[src/rtl/sprite_compositor.sv]
// N-layer sprite compositor: per-frame shadowed attributes, priority/colour-key merge, collision mask.
// Latency pixel_x/y -> rgb is ROM_LAT+2 cycles, fully pipelined with no stalls and no backpressure.
module sprite_compositor #(
  parameter int NUM_SPR     = 4,
  parameter int COORD_W     = 10,
  parameter int ADDR_W      = 18,
  parameter int COLOR_W     = 12,
  parameter logic [COLOR_W-1:0] KEY_COLOR = 12'h0F0,
  parameter int SCALE_SHIFT = 1,
  parameter int BG_W        = 320,
  parameter int ROM_LAT     = 1
) (
  input  logic                        clk,
  input  logic                        reset,
  input  logic [9:0]                  pixel_x,
  input  logic [9:0]                  pixel_y,
  input  logic                        video_on,
  input  logic                        frame_start,
  input  logic [NUM_SPR-1:0]          spr_en,
  input  logic [NUM_SPR*COORD_W-1:0]  spr_x,
  input  logic [NUM_SPR*COORD_W-1:0]  spr_y,
  input  logic [NUM_SPR*8-1:0]        spr_w,
  input  logic [NUM_SPR*8-1:0]        spr_h,
  input  logic [NUM_SPR*ADDR_W-1:0]   spr_base,
  input  logic [NUM_SPR-1:0]          spr_flip,
  output logic [NUM_SPR*ADDR_W-1:0]   rom_addr,
  input  logic [NUM_SPR*COLOR_W-1:0]  rom_data,
  output logic [ADDR_W-1:0]           bg_addr,
  input  logic [COLOR_W-1:0]          bg_data,
  output logic [COLOR_W-1:0]          rgb,
  output logic [NUM_SPR-1:0]          collide
);

  logic [NUM_SPR-1:0]         sh_en, sh_flip;
  logic [NUM_SPR*COORD_W-1:0] sh_x, sh_y;
  logic [NUM_SPR*8-1:0]       sh_w, sh_h;
  logic [NUM_SPR*ADDR_W-1:0]  sh_base;

  logic [COORD_W-1:0]         sx, sy;
  logic [NUM_SPR-1:0]         hit_c;
  logic [NUM_SPR*ADDR_W-1:0]  addr_c;
  logic [ADDR_W-1:0]          bg_c;

  logic [NUM_SPR-1:0]               hit_s1;
  logic                             von_s1;
  logic [ROM_LAT-1:0][NUM_SPR-1:0]  hit_dly;
  logic [ROM_LAT-1:0]               von_dly;
  logic [NUM_SPR-1:0]               hit_a, opaque, coll_c, acc;
  logic                             von_a, multi;
  logic [COLOR_W-1:0]               pix_c;

  assign sx = COORD_W'(pixel_x >> SCALE_SHIFT);
  assign sy = COORD_W'(pixel_y >> SCALE_SHIFT);
  assign bg_c = ADDR_W'(sy) * ADDR_W'(BG_W) + ADDR_W'(sx);

  assign hit_a = hit_dly[ROM_LAT-1];
  assign von_a = von_dly[ROM_LAT-1];

  for (genvar i = 0; i < NUM_SPR; i++) begin : g_spr
    logic [COORD_W:0]   x0, y0, x1, y1;
    logic [COORD_W-1:0] dx, dy;
    logic [7:0]         w, h;
    logic [ADDR_W-1:0]  base, col, row_off;

    assign w    = sh_w[i*8 +: 8];
    assign h    = sh_h[i*8 +: 8];
    assign base = sh_base[i*ADDR_W +: ADDR_W];
    // One extra bit keeps x+w / y+h from wrapping past the buffer edge.
    assign x0 = {1'b0, sh_x[i*COORD_W +: COORD_W]};
    assign y0 = {1'b0, sh_y[i*COORD_W +: COORD_W]};
    assign x1 = x0 + (COORD_W+1)'(w);
    assign y1 = y0 + (COORD_W+1)'(h);

    assign hit_c[i] = sh_en[i] && ({1'b0, sx} >= x0) && ({1'b0, sx} < x1)
                               && ({1'b0, sy} >= y0) && ({1'b0, sy} < y1);

    assign dx      = sx - sh_x[i*COORD_W +: COORD_W];
    assign dy      = sy - sh_y[i*COORD_W +: COORD_W];
    assign row_off = ADDR_W'(dy) * ADDR_W'(w);
    assign col     = sh_flip[i] ? (ADDR_W'(w) - ADDR_W'(1) - ADDR_W'(dx)) : ADDR_W'(dx);
    assign addr_c[i*ADDR_W +: ADDR_W] = hit_c[i] ? (base + row_off + col) : base;

    assign opaque[i] = hit_a[i] && (rom_data[i*COLOR_W +: COLOR_W] != KEY_COLOR);
  end

  // Lowest index wins: walk from the back so the last assignment is the highest priority.
  always_comb begin
    pix_c = bg_data;
    for (int i = NUM_SPR - 1; i >= 0; i--) begin
      if (opaque[i]) pix_c = rom_data[i*COLOR_W +: COLOR_W];
    end
    if (!von_a) pix_c = '0;
  end

  assign multi  = |(opaque & (opaque - NUM_SPR'(1)));
  assign coll_c = (von_a && multi) ? opaque : '0;

  always_ff @(posedge clk) begin
    if (reset) begin
      sh_en    <= '0;
      sh_flip  <= '0;
      sh_x     <= '0;
      sh_y     <= '0;
      sh_w     <= '0;
      sh_h     <= '0;
      sh_base  <= '0;
      rom_addr <= '0;
      bg_addr  <= '0;
      hit_s1   <= '0;
      von_s1   <= 1'b0;
      hit_dly  <= '0;
      von_dly  <= '0;
      rgb      <= '0;
      collide  <= '0;
      acc      <= '0;
    end else begin
      if (frame_start) begin
        sh_en   <= spr_en;
        sh_flip <= spr_flip;
        sh_x    <= spr_x;
        sh_y    <= spr_y;
        sh_w    <= spr_w;
        sh_h    <= spr_h;
        sh_base <= spr_base;
        collide <= acc;
        acc     <= coll_c;
      end else begin
        acc     <= acc | coll_c;
      end
      rom_addr   <= addr_c;
      bg_addr    <= bg_c;
      hit_s1     <= hit_c;
      von_s1     <= video_on;
      hit_dly[0] <= hit_s1;
      von_dly[0] <= von_s1;
      for (int k = 1; k < ROM_LAT; k++) begin
        hit_dly[k] <= hit_dly[k-1];
        von_dly[k] <= von_dly[k-1];
      end
      rgb <= pix_c;
    end
  end

endmodule

[config.mk]
export PLATFORM = sky130hd
export DESIGN_NAME = sprite_compositor
export DESIGN_NICKNAME = d
export VERILOG_FILES = /design/src/rtl/sprite_compositor.sv
export SDC_FILE = /design/constraint.sdc
export NUM_CORES = 2
export LEC_CHECK = 0
export BUFFER_PORTS_ARGS = -buffer_cell sky130_fd_sc_hd__buf_2
export CORE_UTILIZATION = 30
export CTS_BUF_LIST = sky130_fd_sc_hd__clkbuf_8
export CTS_CLUSTER_DIAMETER = 150
export DETAILED_ROUTE_END_ITERATION = 10
export PLACE_DENSITY = 0.52
export SLEW_MARGIN = 30
export SYNTH_ARGS = -nofsm -noshare
export SYNTH_HDL_FRONTEND = slang
export SYNTH_SLANG_ARGS = --single-unit
[constraint.sdc]
create_clock -name clk -period 7.3 [get_ports clk]
set_input_delay 1.095 -clock clk [delete_from_list [all_inputs] [get_ports clk]]
set_output_delay 1.095 -clock clk [all_outputs]
set_load 0.005 [all_outputs]
; Word-level counts from Yosys, hierarchy flattened
; Cells that the tools add are included.
; W data, S select, Z words.
[totals]
output_inout_bits = 106
wordCells = 115
in_bits = 308
register_bits = 344
[classes]
n_eq_ne = 4
addsub = 34
magnitude_cmp = 16
n_reduce_logical = 23
bitwise = 3
mul = 5
mux = 14
[op_table]
columns = cell, n
row1 = $add A18 B18 Y18, 8
row2 = $mux W18, 8
row3 = $add A10 B8 Y11, 8
row4 = $lt A9 B11 Y1, 8
row5 = $ge A9 B10 Y1, 8
row6 = $sub A9 B10 Y10, 8
row7 = $mul A10 B8 Y18, 4
row8 = $mux W12, 4
row9 = $ne A12 B8 Y1 const B, 4
row10 = $sub A9 B11 Y12, 4
row11 = $sub A8 B1 Y9 const B, 4
row12 = $logic_and A1 B1 Y1, 21
row13 = $add A18 B9 Y18, 1
row14 = $mul A9 B3 Y12 const B, 1
row15 = $mux W4, 2
row16 = $and A4 B4 Y4, 1
row17 = $or A4 B4 Y4, 1
row18 = $reduce_or A4 Y1, 1
row19 = $sub A4 B1 Y4 const B, 1
row20 = $reduce_or A2 Y1, 1
row21 = $not A1 Y1, 1

; Longest topological paths before layout
[depth]
ltp_word = 9
ltp_mapped = 29

; Least setup slack after synthesis
; Ideal clock, no wire load.
[synth_timing]
kind = input-to-reg
startpoint = in pixel_y[1]
endpoint = reg rom_addr[70]
cell_stages = 27
slack_ns = -0.012
setup_ns = 0.122
arrival_ns = 7.190
cell_sequence = inv_1 ha_1 inv_1 fa_1 a21oi_1 o22ai_1 nor2_1 o21bai_1 a21oi_1 xnor2_1 nand2_1 fa_1 inv_1 fa_1 fa_1 fa_1 inv_1 fa_1 inv_1 ha_1 or3_1 o21ai_0 a211oi_1 o31a_1 o21a_1 or2_0 a221o_1
[synth_via]
elab_chain_len = 5
elab_cells_between_ends = 9
[synth_lines]
columns = item, line_no
row1 = start: declaration, 16  ; input logic [9:0] pixel_y,
row2 = $sub A9 B10 Y10, 78  ; assign dy = sy - sh_y[i*COORD_W +: COORD_W];
row3 = $mul A10 B8 Y18, 79  ; assign row_off = ADDR_W'(dy) * ADDR_W'(w);
row4 = $add A18 B18 Y18 (2 in a row), 81  ; assign addr_c[i*ADDR_W +: ADDR_W] = hit_c[i] ? (base + row_off + col) : base;
row5 = $mux W18 *, 81
row6 = end signal: assignment, 130  ; rom_addr <= addr_c;
row7 = end: declaration, 26  ; output logic [NUM_SPR*ADDR_W-1:0] rom_addr,
; Mark *: on every way between the ends. The rest lies on a longest branch, timed or not.
; A chain may end at the register's enable or synchronous reset.

; Worst setup path in the final report
; Ends and elaborated chain as after synthesis.

==> results.yml <==
sta:
  rsz0062_at_grt: "true"
  fmax_ghz: 0.1426
  finalMaxSlewViolations: 0
  timing.final.ws_setup_ps: 285.2
  finalCritPeriodShare_pct: 96.09
  fin_skew_ps: 48.60
  hold_violations: 0
  finalCriticalPeriod_ps: 7015
  setup_violations: 0
  worst_pin_slew_ps: 1000
  max-slew-margin-rel_pct: 32.39
setup_path:
  max_stage_delay_ps: 540
  cp_num_buf_inv: 7
  crit_path_start: "pixel_y[1]"
  critical_path_class: "input pin to register"
  r2r_start: "sh_y[31]"
  critPathLaunchType: "input pin"
  cp_slowest_cell: "fa_1"
  path_delay_family: "adder cells"
  cp_common_cell: "fa_1"
  rr_worst_depth: 26
  endpoint_kind: "register"
  critPathMaxFanout: 3
  r2r-end: "rom_addr[70]"
  critPathRequiredTime_ps: 7940
  ff2ff_setup_slack_ps: 390
  crit_arrival_ps: 7660
power_and_ir_drop:
  switching_power_mw: 4.507
  power_leakage_nw: 21.99
  p_comb_share_pct: 59.6
  ir_drop_mv: 0.1948
  power_frac_seq_pct: 19.3
  p_int_mw: 6.517
  clock_power_share_pct: 21.2
  sw_frac_of_total_pct: 40.88
  power_density_nw_per_um2: 250.9
finish:
  nNetsFinal: 5880
  final_cell_mix: "609 x inv_1, 445 x nor2_1, 433 x ha_1"
  fillers: 12620
  layout_commonest_cell: "inv_1"
  regArea_sq_um: 6887
  multiInputGateArea_sq_um: 26900
  final_area_sq_um: 43940
  syn_to_final_growth_pct: 20.57
  drive_gt1_share_pct: 17.65
global_routing:
  grtUsageTotal_pct: 18.34
  grt_pass1_vias: 29870
  grt-ovfl-total: 0
  grt_pass1_wl_mm: 172.3
  antenna_found_initial: 21
  grt_start_max_net_pins: 128
logic_synthesis:
  synth_warnings: 0
  netlist_area_sq_um: 36440
  synth_nets: 5244
  yosysUniqueCellTypes: 80
  synth.avg_cell_area_sq_um: 8.741
  synth-main-ff-cell: "dfxtp_1"
  synth-seq-cells: 344
  yosysSeqAreaShare_pct: 18.90
  synthCells: 4169
  async_flop_share_pct: 0
  synth-edff-count: 0
route:
  vias_per_cell: 4.645
  first_iter_violations: 1222
  route.vias.total: 30090
  ant_nets: 0
  finalWirelength_mm: 112.8
  drtPass1Iterations: 5
  wl_per_cell_microns: 17.41
  drc_errors: 0
clock_tree:
  clk_pin_slew_ps: 60
  clk_path_buf_depth: 3
  post-cts-setup-buffers: 0
  clkLatencyLatePin_ps: 790
  cts_tree: "yes"
  cts_root_buf: "clkbuf_8"
  cts_max_level: 3
  cts_buffers: 72
  clock-sinks: 344
min_path:
  hp-class: "register to register"
  holdPathEnd: "hit_a[1]"
  min_path_cells: 1
  min-delay-start: "hit_s1[1]"
place:
  place_congestion: 0.8314
  hpwl_mm: 92.13
  port_buffers: 411
  place_area_sq_um: 42230
  pre_cts_slack_ps: -844.9
die:
  dieArea_sq_um: 122900
  die_x_microns: 350.5
  rows: 127
  core-area_sq_um: 120100
  ios: 414
  start_util_pct: 30.34
  die_height_microns: 350.5
run_status:
  status: "finished clean"
run:
  drv_cap: 0
==> synth_stat cells, types with 6 or more instances <==
cell,number,share of area (%)
and3_1,10,0.17
mux2i_1,287,7.9
nand2b_1,62,1.1
ha_1,433,15
xor2_1,62,1.5
xnor2_1,174,4.2
o211ai_1,30,0.62
a211oi_1,43,0.89
or3_1,21,0.36
o21bai_1,35,0.72
nor2b_1,77,1.3
nor2_1,446,4.6
mux2_2,6,0.19
buf_1,23,0.24
a31oi_1,24,0.41
dfxtp_1,344,19
and2_1,163,2.8
o21ai_0,137,1.9
a21boi_0,9,0.19
fa_1,334,18
nor4b_1,9,0.22
a21oi_1,195,2.7
o22ai_1,11,0.19
nand2_1,210,2.2
a21o_1,59,1.2
buf_2,6,0.082
nand3b_1,9,0.19
nand4_1,17,0.29
o21a_1,17,0.35
nor3_1,58,0.80
nand3_1,51,0.70
o31ai_1,7,0.14
clkbuf_1,93,0.96
o2111ai_1,10,0.24
inv_1,598,6.2
==> cell families (layout without fill, tap and decap cells) <==
| kind of cell | after synthesis | count (layout) | synth area share [%] |
|---|---|---|---|
| buf+inv | 726 | 1418 | 7.584 |
| mux | 293 | 293 | 8.068 |
| compound gates | 640 | 640 | 11.24 |
| xor+xnor | 236 | 236 | 5.672 |
| fa+ha+maj | 767 | 767 | 33.21 |
| flops | 344 | 344 | 18.90 |
| simple gates | 1163 | 1163 | 15.32 |
| other cells | 0 | 6 | 0 |
==> final cells by class <==
| cell class | instances | area share [%] |
|---|---|---|
| Multi-Input combinational cell | 3099 | 61.22 |
| Tap cell | 1612 | 4.590 |
| Inverter | 598 | 5.109 |
| Antenna cell | 6 | 0.03417 |
| Clock inverter | 41 | 0.8571 |
| Sequential cell | 344 | 15.67 |
| Clock buffer | 89 | 2.788 |
| Timing Repair Buffer | 690 | 9.727 |
==> repair_timing <==
item,in CTS,in global routing
hold buffers,0,0
setup endpoints to repair,0,21
gates resized for setup,0,25
==> worst max path at each step <==
| stage | end | slack (ps) | cells after the start |
|---|---|---|---|
| after floorplan | rom_addr[70] | 3 | 27 |
| after global placement | rom_addr[15] | -720 | 26 |
| after detailed placement | rom_addr[17] | -840 | 28 |
| after CTS | rom_addr[15] | 30 | 26 |
| after global routing | rom_addr[17] | -20 | 28 |
| final | rom_addr[70] | 290 | 29 |
==> state kept, by name, indices dropped and copies added, names as in the netlist <==
register  count
hit_a         4
von_s1        1
collide       4
bg_addr      18
rom_addr     72
hit_s1        4
sh_x         40
sh_y         40
acc           4
sh_w         32
sh_h         32
sh_flip       4
rgb          12
sh_base      72
sh_en         4
von_a         1
==> power by group through the flow <==
| stage | logic (mW) | clock network [mW] | registers (mW) |
|---|---|---|---|
| after detailed placement | 6.52 | 0 | 2.17 |
| final | 6.56 | 2.33 | 2.12 |
| after global routing | 7.46 | 2.53 | 2.14 |
| after CTS | 6.60 | 2.45 | 2.13 |
| after global placement | 6.49 | 0 | 2.17 |
| after floorplan | 4.36 | 0 | 2.09 |
==> through the flow <==
step / total power, mW / util, % / hold slack (ps) / TNS, ps / cells
2_1_floorplan: 6.444 / - / 413.8 / 0 / 4169
3_3_place_gp: 8.658 / 35.15 / 421.7 / -13410 / 6343
3_5_place_dp: 8.690 / 35.15 / 423.3 / -14920 / 6343
4_1_cts: 11.18 / 36.48 / 437.1 / 0 / 6473
5_1_grt: 12.12 / 36.57 / 459.6 / -22.98 / 6475
6_report: 11.02 / 36.58 / 435.1 / 0 / 6479
==> worst reg2reg max path, cell delays in order (launching register included) <==
cell and delay (ps):
dfxtp_1 400, inv_1 100, ha_1 310, nor2b_1 150, o21ai_0 110, a21oi_1 210
o21ai_1 120, a211oi_2 300, o21a_1 190, o311ai_2 130, nand2b_1 200, fa_1 520
inv_1 50, fa_1 490, fa_1 540, fa_1 500, inv_1 50, fa_1 480
inv_1 40, ha_1 270, or3_1 370, o21ai_0 110, a211oi_1 130, o31a_1 320
o21a_1 190, or2_0 190, a221o_1 310
==> routing by layer <==
layer,up-vias,part of all wire [%],track usage (%)
met5,-,0.074,0
met4,14,2.5,5.980
met3,139,5.0,3.133
met2,635,46,29.88
met1,14220,47,24.47
li1,15090,-,-
Note: power is estimated with default switching activity, not from simulation.
